==> config.mk <==
export PLATFORM = sky130hd
export DESIGN_NAME = div_param_seq
export DESIGN_NICKNAME = d
export VERILOG_FILES = /design/src/rtl/div_param_seq_pkg.sv /design/src/rtl/div_param_seq_mant_div_step.sv /design/src/rtl/div_param_seq.sv
export SDC_FILE = /design/constraint.sdc
export NUM_CORES = 1
export LEC_CHECK = 0
export CORE_MARGIN = 5
export CORE_UTILIZATION = 56
export CTS_CLUSTER_DIAMETER = 100
export DETAILED_ROUTE_END_ITERATION = 16
export PLACE_DENSITY_LB_ADDON = 0.2
export SYNTH_ARGS = -nofsm -noshare
export SYNTH_HDL_FRONTEND = slang
export SYNTH_SLANG_ARGS = --single-unit
==> constraint.sdc <==
create_clock -name clk -period 3 [get_ports clk]
set_input_delay 0.6 -clock clk [delete_from_list [all_inputs] [get_ports clk]]
set_output_delay 0.6 -clock clk [all_outputs]
set_load 0.005 [all_outputs]
==> src/rtl/div_param_seq_pkg.sv <==
// Shared definitions for the iterative floating-point divider: FSM states and
// the exponent range check that is also used by the combinational multiplier.
package div_param_seq_pkg;

    typedef enum logic [1:0] {
        IDLE = 2'd0,
        DIV  = 2'd1,
        DONE = 2'd2
    } state_t;

    // Returns {overflow, underflow} for a sign-extended biased exponent.
    // Overflow covers all-ones and anything beyond; negative means underflow.
    function automatic logic [1:0] exp_range_check(input int signed expo, input int unsigned m);
        int signed emax;
        emax = (32'sd1 <<< m) - 32'sd1;
        return {(expo >= emax), (expo < 32'sd0)};
    endfunction

endpackage

==> src/rtl/div_param_seq_mant_div_step.sv <==
// One restoring-division step: compare, conditionally subtract, shift left.
module mant_div_step #(
    parameter int unsigned F = 23
) (
    input  logic [F+1:0] i_rem,
    input  logic [F:0]   i_div,
    output logic [F+1:0] o_rem,
    output logic         o_qbit
);

    logic [F:0] w_diff;

    // rem < 2*div always holds, so the difference and the unsubtracted
    // remainder both fit in F+1 bits before the shift.
    assign o_qbit = (i_rem >= {1'b0, i_div});
    assign w_diff = i_rem[F:0] - i_div;
    assign o_rem  = o_qbit ? {w_diff, 1'b0} : {i_rem[F:0], 1'b0};

endmodule

==> src/rtl/div_param_seq.sv <==
// Iterative truncating floating-point divider, one quotient bit per clock,
// with valid/ready handshakes on operand and result sides.
module div_param_seq
    import div_param_seq_pkg::*;
#(
    parameter int unsigned n = 32,
    parameter int unsigned m = 8
) (
    input  logic         clk,
    input  logic         rst_n,
    input  logic         in_valid,
    output logic         in_ready,
    input  logic [n-1:0] a,
    input  logic [n-1:0] b,
    output logic         out_valid,
    input  logic         out_ready,
    output logic [n-1:0] out,
    output logic         overflow,
    output logic         underflow
);

    localparam int unsigned F  = n - m - 1;
    localparam int unsigned EW = m + 2;
    localparam int unsigned CW = $clog2(F + 2);
    localparam logic [EW-1:0] BIAS     = EW'(2 ** (m - 1) - 1);
    localparam logic [CW-1:0] CNT_LAST = CW'(F + 1);

    state_t        r_state;
    logic          r_sign;
    logic          r_a_zero;
    logic          r_b_zero;
    logic [EW-1:0] r_e;
    logic [F+1:0]  r_rem;
    logic [F:0]    r_div;
    logic [F:0]    r_q;
    logic [CW-1:0] r_cnt;
    logic [n-1:0]  r_out;
    logic          r_ovf;
    logic          r_unf;
    logic          r_in_ready;
    logic          r_out_valid;

    logic [F+1:0]  w_rem_next;
    logic          w_qbit;
    logic [F+1:0]  w_q_next;
    logic [F-1:0]  w_mant;
    logic [EW-1:0] w_expo;
    logic [EW-1:0] w_e_start;
    logic [1:0]    w_range;
    logic [n-1:0]  w_res_out;
    logic          w_res_ovf;
    logic          w_res_unf;

    mant_div_step #(.F(F)) u_step (
        .i_rem  (r_rem),
        .i_div  (r_div),
        .o_rem  (w_rem_next),
        .o_qbit (w_qbit)
    );

    assign w_e_start = {2'b00, a[n-2:F]} - {2'b00, b[n-2:F]} + BIAS;

    // The final quotient bit is produced in the same cycle the result is
    // registered, so normalisation works on the shifted-in value.
    assign w_q_next = {r_q, w_qbit};

    always_comb begin
        w_mant = w_q_next[F+1] ? w_q_next[F:1] : w_q_next[F-1:0];
        w_expo = w_q_next[F+1] ? r_e : r_e - EW'(1);
    end

    assign w_range = exp_range_check(int'(signed'(w_expo)), m);

    always_comb begin
        w_res_out = '0;
        w_res_ovf = 1'b0;
        w_res_unf = 1'b0;
        if (r_b_zero) begin
            w_res_ovf = 1'b1;
        end else if (!r_a_zero) begin
            if (w_range[1]) begin
                w_res_ovf = 1'b1;
            end else if (w_range[0]) begin
                w_res_unf = 1'b1;
            end else begin
                w_res_out = {r_sign, w_expo[m-1:0], w_mant};
            end
        end
    end

    always_ff @(posedge clk or negedge rst_n) begin
        if (!rst_n) begin
            r_state     <= IDLE;
            r_sign      <= 1'b0;
            r_a_zero    <= 1'b0;
            r_b_zero    <= 1'b0;
            r_e         <= '0;
            r_rem       <= '0;
            r_div       <= '0;
            r_q         <= '0;
            r_cnt       <= '0;
            r_out       <= '0;
            r_ovf       <= 1'b0;
            r_unf       <= 1'b0;
            r_in_ready  <= 1'b1;
            r_out_valid <= 1'b0;
        end else begin
            case (r_state)
                IDLE: begin
                    if (in_valid) begin
                        r_sign     <= a[n-1] ^ b[n-1];
                        r_a_zero   <= (a == '0);
                        r_b_zero   <= (b == '0);
                        r_e        <= w_e_start;
                        r_rem      <= {2'b01, a[F-1:0]};
                        r_div      <= {1'b1, b[F-1:0]};
                        r_q        <= '0;
                        r_cnt      <= '0;
                        r_in_ready <= 1'b0;
                        r_state    <= DIV;
                    end
                end
                DIV: begin
                    r_rem <= w_rem_next;
                    r_q   <= w_q_next[F:0];
                    r_cnt <= r_cnt + CW'(1);
                    if (r_cnt == CNT_LAST) begin
                        r_out       <= w_res_out;
                        r_ovf       <= w_res_ovf;
                        r_unf       <= w_res_unf;
                        r_out_valid <= 1'b1;
                        r_state     <= DONE;
                    end
                end
                DONE: begin
                    if (out_ready) begin
                        r_out_valid <= 1'b0;
                        r_in_ready  <= 1'b1;
                        r_state     <= IDLE;
                    end
                end
                default: r_state <= IDLE;
            endcase
        end
    end

    assign in_ready  = r_in_ready;
    assign out_valid = r_out_valid;
    assign out       = r_out;
    assign overflow  = r_ovf;
    assign underflow = r_unf;

endmodule

==> impl_metrics.toml <==
[yosys]
yosysMostFrequentCell = "nand2_1"
yosysTopAreaCell = "dfrtp_1"
yosysSeqAreaShare_pct = 40.8
yosysTopAreaCellShare_pct = 40.5
syn_area_um2 = 7910
synth_edf_count = 0
ys_types = 68
synth-seq-cells = 129
synth_nets = 1007
syn_avg_cell_area_um2 = 8.78
synthArstFlopShare_pct = 100
synth_area_leaders = "dfrtp_1, nand2_1, ha_1"
synth_warnings = 0
netlist_top_cells_count = "nand2_1, dfrtp_1, o21ai_0"
netlist_instances = 901
synth_ff_type = "dfrtp_1"

[sta]
worst_slew_pin_slew_ns = 0.944
fin_crit_ns = 2.87
worst_slack_ns = 0.132
setup_viol = 0
slew_headroom_pct = 37.1
clock_skew_ns = 0.00927
hold_viol = 0
drv_slew = 0
holdWs_ns = 0.156
period_share_pct = 95.6
rsz0062_at_grt = "true"
clock.fmax_mhz = 349

[worst_setup_path]
crit_arrival_ns = 3.13
critical_path_buf_inv_count = 3
reg2reg_to = "out[0]"
slowest_delay_ns = 0.43
cp.required_ns = 3.26
startpoint = "a[23]"
r2r_slack_ns = 0.22
cp.depth = 13
critical_path.slowest_cell = "clkdlybuf4s50_1"
start_kind = "input pin"
worstPathMaxFanout = 3
end_kind = "flop"
timing.rr.start = "r_e[0]"
crit_type = "in2reg"
path_cells = "clkdlybuf4s50_1, inv_2, ha_2, inv_1, fa_1, a21o_1, a21oi_2, xnor2_1, o21bai_1, a2111o_1, o21ai_0, xnor2_1, o21ai_0"
reg2reg_depth = 10
endpoint = "r_e[8]"
critPathTopFamily = "compound AO/OA/AOI/OAI gates"

[clock_network]
cts_sinks = 129
clk_latency_ns = 0.42
h-tree-depth = 4
path_clk_slew_ns = 0.06
post_cts_buffers = 0
ctsLongestPathBuffers = 2
cts_tree = "done"
cts-root-buf = "clkbuf_16"
cts_made_buffers = 17

[floorplanning]
pin_count = 104
die_y_um = 129
die_area_um2 = 16600
start_util_pct = 57.0
num_rows = 43
die_x_um = 129
core_area_um2 = 13900

[cells_and_area]
final_cells = 1194
antenna_cells = 0
fin_nets = 1107
syn_to_final_growth_pct = 24.5
design_area_um2 = 9850
drive_gt1_share_pct = 11.0

[drt]
routed_wl_mm = 19.2
post_drt_wl_per_cell_um = 16.1
dr_wl_met2_mm = 9.16
m1WireLength_mm = 8.48
top_layer = "met4"
routed-via-count = 6830
viasPerCell = 5.72
routed-wl-met3_mm = 1.01
postRouteAntennaNets = 0
drtIter0Drc = 408
drcViolationCount = 0
dr.pass1.iters = 5

[placement]
io_buffers = 103
dpl_cell_area_um2 = 9200
gp_congestion = 0.918
place_inst = 1162
dp_hpwl_mm = 14.2
dp_worst_setup_slack_ns = -0.408

[power_and_ir_drop]
ir_drop_uv = 541
p_leak_nw = 4.29
power_density_nw_per_um2 = 1170
power.total_mw = 11.5

[grt]
grt.overflow.total = 0
grt_pass1_wl_mm = 32.1
track_usage_pct = 24.2
grt_pass1_vias = 6497
grt_start_max_net_pins = 59
antenna_found_initial = 0

[min_path]
hold_path.class = "in2async"

[job]
maxCapViolCount = 0

[status]
status = "completed"
[where the power goes]
part,internal (mW),total (mW),leakage (nW),switching (mW)
clock,1.37,2.19,0.295,0.825
combinational,2.79,6.22,2.38,3.43
sequential,2.51,3.07,1.62,0.567
total,6.66,11.5,4.29,4.82
[sequential cells by signal, indices dropped and copies added (netlist names), 2 cells and up]
register and count:
r_state 2, r_q 24, r_e 10, out 32, r_div 24, r_cnt 5
r_rem 25
[through the flow]
stage	util [%]	TNS, ns
floorplan	-	0
global placement	66.3	-0.877
detailed placement	66.3	-1.11
CTS	70.8	0
global route	70.9	-0.0707
finish	70.9	0
[timing repair]
item                                    4_1_cts  5_1_grt
gates resized for setup                       0        6
hold buffers                                  0        0
endpoints found under the setup margin        0       10
hold endpoints to repair                      0        0
[cell usage in the layout, fill, tap and decap left out, drive strengths merged, types with 3 or more instances in the layout]
| cell | instances |
|---|---|
| a211o | 4 |
| xor2 | 16 |
| nor2 | 31 |
| nand2 | 186 |
| a31oi | 6 |
| dfrtp | 128 |
| a21o | 9 |
| nor4 | 20 |
| mux2i | 39 |
| a21oi | 40 |
| a41oi | 3 |
| o311a | 3 |
| clkinvlp | 4 |
| and3 | 15 |
| nand4 | 14 |
| o21a | 7 |
| nor2b | 6 |
| clkdlybuf4s50 | 102 |
| buf | 27 |
| inv | 51 |
| or2 | 3 |
| o31ai | 12 |
| nor3 | 12 |
| ha | 36 |
| clkbuf | 19 |
| a211oi | 8 |
| and2 | 3 |
| o211ai | 5 |
| bufinv | 3 |
| xnor2 | 18 |
| o21bai | 4 |
| or3 | 3 |
| nand3 | 21 |
| o21ai | 117 |
| nand2b | 7 |
[worst min path at each step]
stage,from,endpoint
floorplan,rst_n,out[0]
global placement,r_div[23],r_div[23]
detailed placement,r_div[23],r_div[23]
CTS,rst_n,r_div[5]
global route,rst_n,r_div[5]
finish,rst_n,r_div[5]
[metal layers]
layer / up-vias / GRT usage (%)
met2: 182 / 38.4
met3: 37 / 4.57
met1: 3224 / 32.5
met4: 0 / 10.1
met5: - / 0
li1: 3387 / -
[final cells by class]
type,instances,area [um^2]
multi-input combinational,677,4310
fill,1104,4030
sequential,129,3230
timing repair buffer,129,1270
clock buffer,19,453
tap,180,225
inverter,47,176
clock inverter,13,175
[worst reg2reg max path: stages, from the launching register on]
cell and delay [ns]:
dfrtp_1 0.44, inv_1 0.12, ha_1 0.25, or4b_4 0.52
xor2_1 0.19, a211o_1 0.29, a21oi_1 0.18, nand2b_1 0.14
nand2_4 0.19, buf_12 0.22, o21ai_0 0.13
[kinds of logic (layout without fill, tap and decap cells)]
| kind of cell | count (synthesis) | after routing | synth area share, % |
|---|---|---|---|
| and+or+nand+nor | 332 | 332 | 20.0 |
| AOI/OAI and AO/OA | 234 | 234 | 19.2 |
| adders and majority gates | 38 | 38 | 6.20 |
| muxes | 39 | 39 | 4.94 |
| buffers and inverters | 95 | 208 | 5.10 |
| DFF | 129 | 129 | 40.8 |
| xor gates and xnor gates | 34 | 34 | 3.77 |
Power figures use the tool's default switching activity.
